<file path="config.mk">
export PLATFORM = sky130hd
export DESIGN_NAME = fifo_rd_stream
export DESIGN_NICKNAME = d
export VERILOG_FILES = /design/src/rtl/fifo_pkg.sv /design/src/rtl/fifo_rd_buf.sv /design/src/rtl/fifo_rd_stream.sv
export SDC_FILE = /design/constraint.sdc
export NUM_CORES = 1
export LEC_CHECK = 0
export ABC_AREA = 1
export CAP_MARGIN = 20
export CORE_MARGIN = 4
export CORE_UTILIZATION = 45
export CTS_CLUSTER_SIZE = 25
export DETAILED_ROUTE_END_ITERATION = 6
export PLACE_DENSITY = 0.8
export SYNTH_ARGS = -nofsm -noshare
export SYNTH_HDL_FRONTEND = slang
export SYNTH_SLANG_ARGS = --single-unit
</file>
<file path="constraint.sdc">
create_clock -name clk -period 1.3 [get_ports clk]
set_input_delay 0.39 -clock clk [delete_from_list [all_inputs] [get_ports clk]]
set_output_delay 0.39 -clock clk [all_outputs]
set_load 0.05 [all_outputs]
</file>
<file path="src/rtl/fifo_pkg.sv">
// ----------------------------------------------------------------------------
// fifo_pkg
// Shared constants and helpers for the FIFO read-side stream adapter.
//   SKID_DEPTH         : entries in the read-latency skid buffer (3)
//   IDX_W              : width of the buffer write/read indices (2)
//   CNT_W              : width of the buffer occupancy count (2)
//   DEFAULT_DATA_WIDTH : default FIFO/stream data width (8)
// ----------------------------------------------------------------------------
package fifo_pkg;

    localparam int SKID_DEPTH         = 3;
    localparam int IDX_W              = 2;
    localparam int CNT_W              = 2;
    localparam int DEFAULT_DATA_WIDTH = 8;

    typedef logic [IDX_W-1:0] idx_t;
    typedef logic [CNT_W-1:0] cnt_t;

    // Advance a buffer index, wrapping from the last entry back to 0.
    function automatic idx_t idx_inc(input idx_t i);
        if (i == idx_t'(SKID_DEPTH - 1)) begin
            return '0;
        end
        return idx_t'(i + idx_t'(1));
    endfunction

endpackage

</file>
<file path="src/rtl/fifo_rd_buf.sv">
// ----------------------------------------------------------------------------
// fifo_rd_buf
// Three-entry circular buffer that absorbs words already requested from the
// FIFO. Holds storage plus the wrapping write/read indices; occupancy
// tracking lives in the parent.
// Ports:
//   clk      in   clock
//   rst      in   synchronous active-high reset (indices only)
//   wr_en    in   store wr_data at the write index and advance it
//   wr_data  in   word to store
//   rd_en    in   advance the read index (word consumed)
//   rd_data  out  word at the read index
// ----------------------------------------------------------------------------
module fifo_rd_buf
    import fifo_pkg::*;
#(
    parameter int DATA_WIDTH = DEFAULT_DATA_WIDTH
) (
    input  logic                  clk,
    input  logic                  rst,
    input  logic                  wr_en,
    input  logic [DATA_WIDTH-1:0] wr_data,
    input  logic                  rd_en,
    output logic [DATA_WIDTH-1:0] rd_data
);

    logic [DATA_WIDTH-1:0] mem_q [SKID_DEPTH];
    logic [DATA_WIDTH-1:0] mem_d [SKID_DEPTH];
    idx_t                  wr_idx_q, wr_idx_d;
    idx_t                  rd_idx_q, rd_idx_d;

    always_comb begin
        mem_d    = mem_q;
        wr_idx_d = wr_idx_q;
        rd_idx_d = rd_idx_q;
        if (wr_en) begin
            mem_d[wr_idx_q] = wr_data;
            wr_idx_d        = idx_inc(wr_idx_q);
        end
        if (rd_en) begin
            rd_idx_d = idx_inc(rd_idx_q);
        end
    end

    // Storage carries no reset: contents are meaningless until the parent's
    // occupancy count says otherwise.
    always_ff @(posedge clk) begin
        mem_q <= mem_d;
    end

    always_ff @(posedge clk) begin
        if (rst) begin
            wr_idx_q <= '0;
            rd_idx_q <= '0;
        end else begin
            wr_idx_q <= wr_idx_d;
            rd_idx_q <= rd_idx_d;
        end
    end

    assign rd_data = mem_q[rd_idx_q];

endmodule

</file>
<file path="src/rtl/fifo_rd_stream.sv">
// ----------------------------------------------------------------------------
// fifo_rd_stream
// Converts an async-FIFO read port (read enable / empty / data with one clock
// of read latency) into a valid/ready stream without loss or duplication.
// A read is only issued when the skid buffer is guaranteed to have room for
// the returning word, so fifo_ren never depends on m_ready combinationally.
// Optional feature: define FIFO_RD_CNT_EN to add the m_count port, a
// counter of delivered words that wraps at 2^CNT_WIDTH.
// Ports:
//   clk         in   read-domain clock
//   rst         in   synchronous active-high reset
//   fifo_empty  in   FIFO empty flag
//   fifo_rdata  in   FIFO read data, valid one clock after fifo_ren
//   fifo_ren    out  FIFO read enable
//   m_valid     out  stream word valid
//   m_ready     in   downstream accepts word
//   m_data      out  stream word
//   m_count     out  words delivered (FIFO_RD_CNT_EN only)
// ----------------------------------------------------------------------------
module fifo_rd_stream
    import fifo_pkg::*;
#(
    parameter int DATA_WIDTH = DEFAULT_DATA_WIDTH,
    parameter int CNT_WIDTH  = 16
) (
    input  logic                  clk,
    input  logic                  rst,
    input  logic                  fifo_empty,
    input  logic [DATA_WIDTH-1:0] fifo_rdata,
    output logic                  fifo_ren,
    output logic                  m_valid,
    input  logic                  m_ready,
    output logic [DATA_WIDTH-1:0] m_data
`ifdef FIFO_RD_CNT_EN
    ,
    output logic [CNT_WIDTH-1:0]  m_count
`endif
);

    cnt_t       count_q, count_d;
    logic       inflight_q, inflight_d;
    logic       capture;
    logic       pop;
    logic [2:0] occupancy;

    // Buffered words plus the one still in the FIFO's read pipeline; a new
    // read is only allowed while that total leaves room for its return.
    always_comb begin
        occupancy = {1'b0, count_q} + {2'b00, inflight_q};
        fifo_ren  = !rst && !fifo_empty && (occupancy < 3'(SKID_DEPTH));
    end

    always_comb begin
        m_valid = !rst && (count_q != '0);
        capture = inflight_q;
        pop     = m_valid && m_ready;
    end

    always_comb begin
        inflight_d = fifo_ren;
        count_d    = count_q;
        unique case ({capture, pop})
            2'b10:   count_d = cnt_t'(count_q + cnt_t'(1));
            2'b01:   count_d = cnt_t'(count_q - cnt_t'(1));
            default: count_d = count_q;
        endcase
    end

    // Reset drops buffered and in-flight words; the FIFO is reset alongside.
    always_ff @(posedge clk) begin
        if (rst) begin
            count_q    <= '0;
            inflight_q <= 1'b0;
        end else begin
            count_q    <= count_d;
            inflight_q <= inflight_d;
        end
    end

    fifo_rd_buf #(
        .DATA_WIDTH (DATA_WIDTH)
    ) u_buf (
        .clk     (clk),
        .rst     (rst),
        .wr_en   (capture),
        .wr_data (fifo_rdata),
        .rd_en   (pop),
        .rd_data (m_data)
    );

`ifdef FIFO_RD_CNT_EN
    logic [CNT_WIDTH-1:0] m_count_q, m_count_d;

    always_comb begin
        m_count_d = m_count_q;
        if (pop) begin
            m_count_d = m_count_q + CNT_WIDTH'(1);
        end
    end

    always_ff @(posedge clk) begin
        if (rst) begin
            m_count_q <= '0;
        end else begin
            m_count_q <= m_count_d;
        end
    end

    assign m_count = m_count_q;
`endif

endmodule

</file>
## After elaboration in Yosys (flattened, before gate mapping)

Index checks and enable logic that the tools add are counted.
Widths: inputs -> output; s select.

- Output and inout bits: 10
- Input bits: 12
- Flip-flop bits (word level): 31

- Magnitude comparators: 4
- Eq/ne operators: 4
- Bitwise logic cells: 2
- Reduce and logical (&&, ||, !) cells: 9
- Add/sub/neg operators: 5
- Muxes and demuxes: 15

Operators by type and width:

| cell | number |
|---|---|
| $bwmux 24 | 1 |
| $mux 8 | 3 |
| $bmux 8 s2 | 1 |
| $demux 8 s2 | 1 |
| $mux 2 | 4 |
| $add 2x1->2 const B | 3 |
| $eq 2x2->1 const B | 3 |
| $ge 3x3->1 const B | 2 |
| $not 2->3 | 2 |
| $logic_and 1x1->1 | 5 |
| $mux 1 | 4 |
| $pmux 2 s2 | 1 |
| $reduce_bool 2->1 | 2 |
| $add 2x1->3 | 1 |
| $lt 3x1->1 const B | 1 |
| $lt 3x2->1 const B | 1 |
| $eq 2x1->1 const B | 1 |
| $logic_not 1->1 | 2 |
| $sub 2x1->2 const B | 1 |

## Depth between registers and ports, before layout

- Depth in word-level cells: 6
- Mapped depth: 9
- Gate-level depth less buffers: 9

## Cells and area by module

A second synthesis with hierarchy kept.

- Cell total of the unflattened synthesis: 112
- Area total of the unflattened synthesis: 1258.7 sq um

Modules (own cells, without submodules):

| module | cells each | area an instance (sq um) | times used |
|---|---|---|---|
| fifo_rd_buf | 84 | 1052.3 | 1 |
| fifo_rd_stream | 28 | 206.4 | 1 |

## Least setup slack after synthesis

OpenSTA, ideal clock, no wires.

- Kind: register to output
- From: register count_q[0]
- To: output fifo_ren
- Arrival: 2002 ps
- Path slack: -1092 ps
- Stages on the path, launching flop included: 5
- Cell sequence: dfxtp_1 > ha_1 > ha_1 > nor3_1 > a21boi_0

- Word-level cells in the longest chain between the ends: 3

Ends and longest elaborated chain:

| item | line | RTL |
|---|---|---|
| from (decl) | fifo_rd_stream.sv:40 | `cnt_t count_q, count_d;` |
| from (signal assigned) | fifo_rd_stream.sv:75 | `count_q <= count_d;` |
| $add 2x1->3 | fifo_rd_stream.sv:49 | `occupancy = {1'b0, count_q} + {2'b00, inflight_q};` |
| $lt 3x2->1 | fifo_rd_stream.sv:50 | `fifo_ren = !rst && !fifo_empty && (occupancy < 3'(SKID_DEPTH));` |
| $logic_and 1x1->1 | fifo_rd_stream.sv:50 |  |
| to (decl) | fifo_rd_stream.sv:30 | `output logic fifo_ren,` |

Every way passes these cells.

## Worst setup path after layout

Same ends and word-level chain as after synthesis.

==> results.yml <==
placement:
  post-place-ws_ns: -0.6389
  gp_congestion: 0.7254
  place_area_um2: 1859
  portBuffers: 21
  dp_hpwl_mm: 1.945
floorplan:
  dieWidth_um: 60.60
  initial_core_util_pct: 48.49
  die_h_um: 60.60
  std_cell_rows: 18
  core_um2: 2567
  ios: 22
  die-area_um2: 3672
drt:
  drt_iter0_drc: 28
  drt_pass1_iterations: 5
  totalWireLength_mm: 3.563
  avgRoutedWirePerCell_um: 18.09
  postRouteAntennaNets: 0
  route.detailed.drc: 0
  vias: 1032
  avgViaCountPerCell: 5.239
outcome:
  status: "finished with violations"
  violations: "setup timing"
clock_network:
  cts_tree: "built"
  cts_hold_buf: 0
  cts.path.max_buffers: 2
  root_buffer: "clkbuf_4"
  cts.htree.levels: 2
  cts_buffers: 5
  clk_latency_ns: 0.34
  cts.clk_slew.worst_paths_ns: 0.10
  cts_num_sinks: 31
logic_synthesis:
  syn_inst: 109
  ys_types: 16
  seq_area_frac_synth_pct: 69.15
  yosys_warnings: 0
  syn_nets: 124
  synthesis.area_um2: 1245
  avgSynthCellArea_um2: 11.42
  ys_ff_latch: 31
timing:
  worst_hold_slack_ns: 0.4973
  rsz0062_at_grt: "true"
  slew_headroom_pct: 74.89
  post-route-period-util_pct: 143.7
  worstMarginPinSlew_ns: 0.3762
  final-max-slew-violation-count: 0
  max_freq_mhz: 535.4
  skew_ns: 0.01551
  fin_crit_ns: 1.868
  hold_viol_final: 0
  setup_viol_count_final: 14
  fin_ws_ns: -0.5678
global_route:
  grt_overflow: 0
  first_global_vias: 1082
  antenna_found_initial: 0
  track_usage_pct: 20.29
  grt_max_degree: 11
  grt_pass1_wl_mm: 5.168
worst_setup_path:
  critPathCaptureType: "primary output"
  start_kind: "flip-flop"
  setup.worst_path.end: "fifo_ren"
  critPathMaxFanout: 2
  critPathLaunch: "count_q[0]$_SDFFE_PP0P_"
  r2r-start: "count_q[0]$_SDFFE_PP0P_"
  reg2reg_slack_ns: -0.13
  critical_path_required_ns: 0.91
  arrival_ns: 1.48
  r2r_end: "count_q[1]$_SDFFE_PP0P_"
  critical_path_class: "reg -> out"
  r2r_cells: 10
finish:
  finish.instance_area_um2: 2232
  final.fill_count: 118
  final_common_cell: "edfxtp_1"
  drive_above_1_share_pct: 59.28
  synthToLayoutAreaGrowth_pct: 79.30
  fin_nets: 181
  final_cell_mix: "edfxtp_1 (24), buf_4 (18), nand2_1 (13)"
  antenna_cells: 0
worst_hold_path:
  hp-class: "reg -> reg"
  whs_path_depth: 2
power_and_ir_drop:
  powerDensity_nw_per_um2: 1246
  p_total_mw: 2.781
  cellLeakagePower_nw: 0.9436
  ir_drop_mv: 1.243
job:
  cap_violations: 0
worst min-delay path by stage:
stage | startpoint | endpoint | slack [ns]
final | u_buf.wr_idx_q[1]$_SDFFE_PP0P_ | u_buf.wr_idx_q[1]$_SDFFE_PP0P_ | 0.50
after global routing | u_buf.wr_idx_q[1]$_SDFFE_PP0P_ | u_buf.wr_idx_q[1]$_SDFFE_PP0P_ | 0.52
after CTS | u_buf.wr_idx_q[1]$_SDFFE_PP0P_ | u_buf.wr_idx_q[1]$_SDFFE_PP0P_ | 0.50
after detailed placement | u_buf.wr_idx_q[1]$_SDFFE_PP0P_ | u_buf.wr_idx_q[1]$_SDFFE_PP0P_ | 0.49
after global placement | u_buf.wr_idx_q[1]$_SDFFE_PP0P_ | u_buf.wr_idx_q[1]$_SDFFE_PP0P_ | 0.46
after floorplan | u_buf.wr_idx_q[1]$_SDFFE_PP0P_ | u_buf.wr_idx_q[1]$_SDFFE_PP0P_ | 0.45
kinds of logic after synthesis:
| group | after synthesis | share of synthesized area [%] |
|---|---|---|
| compound gates | 7 | 3.215 |
| xor+xnor | 1 | 0.7036 |
| fa+ha+maj | 3 | 3.015 |
| buf+inv | 10 | 3.015 |
| flops | 31 | 69.15 |
| simple gates | 57 | 20.91 |
routing by layer:
layer  vias up  part of all wire [%]  routed length (µm)  global-route usage (%)
met4         0                   4.4                 156                   6.811
met5         -                     0                   0                       0
met2        31                    55                1969                   40.00
li1        482                     -                   -                       -
met3        13                   4.0                 141                   5.106
met1       506                    36                1295                   20.28
cell usage after synthesis:
| master | n | area [µm²] |
|---|---|---|
| nor2_4 | 2 | 22.52 |
| a21boi_0 | 2 | 15.01 |
| nor3_1 | 2 | 10.01 |
| nand3_2 | 1 | 10.01 |
| nor2_1 | 5 | 18.77 |
| dfxtp_1 | 7 | 140.1 |
| inv_1 | 7 | 26.28 |
| nor2_2 | 3 | 18.77 |
| or2_1 | 1 | 6.260 |
| edfxtp_1 | 24 | 720.7 |
| a21oi_1 | 5 | 25.02 |
| ha_1 | 3 | 37.54 |
| nand3_1 | 10 | 50.05 |
| nand2_1 | 33 | 123.9 |
| xor2_1 | 1 | 8.760 |
| inv_2 | 3 | 11.26 |
critical path, stage by stage (launching register included):
cell      delay, ns
dfxtp_2        0.35
ha_4           0.16
ha_4           0.15
nor3_4         0.11
a21boi_4       0.22
buf_12         0.15
per-stage QoR:
step                setup TNS [ns]  util (%)  instances
global route                -6.087     86.94        197
CTS                         -4.856     84.11        195
global placement            -3.799     72.42        174
finish                      -5.166     86.94        197
detailed placement          -4.318     72.42        174
floorplan                  -0.3420         -        109
final cells by class:
cell class / instances / area (µm²) / area share, %
inverter: 10 / 40.04 / 1.794
clock buffer: 6 / 51.30 / 2.298
timing repair buffer: 49 / 565.5 / 25.34
sequential: 31 / 874.6 / 39.18
multi-input combinational: 69 / 628.1 / 28.14
clock inverter: 2 / 35.03 / 1.570
tap: 30 / 37.54 / 1.682
repair_timing:
| item | CTS | global route |
|---|---|---|
| gates resized for setup | 35 | 16 |
| pin swaps | 9 | 15 |
| setup endpoints to repair | 12 | 15 |
| cloned | 1 | 0 |
| buffers inserted | 12 | 2 |
registers in the layout, indices dropped and copies added, names as in the netlist:
name and cells:
count_q 2, capture 1, u_buf.mem_q 24, u_buf.rd_idx_q 2
u_buf.wr_idx_q 2
where the power goes:
group / leakage, nW / internal (mW) / total [mW] / switching (mW)
Combinational: 0.616 / 0.405 / 0.828 / 0.423
Sequential: 0.279 / 1.11 / 1.14 / 0.0359
Clock: 0.0482 / 0.454 / 0.809 / 0.354
Total: 0.944 / 1.97 / 2.78 / 0.813
No activity file was read; power rests on OpenSTA's default activity.
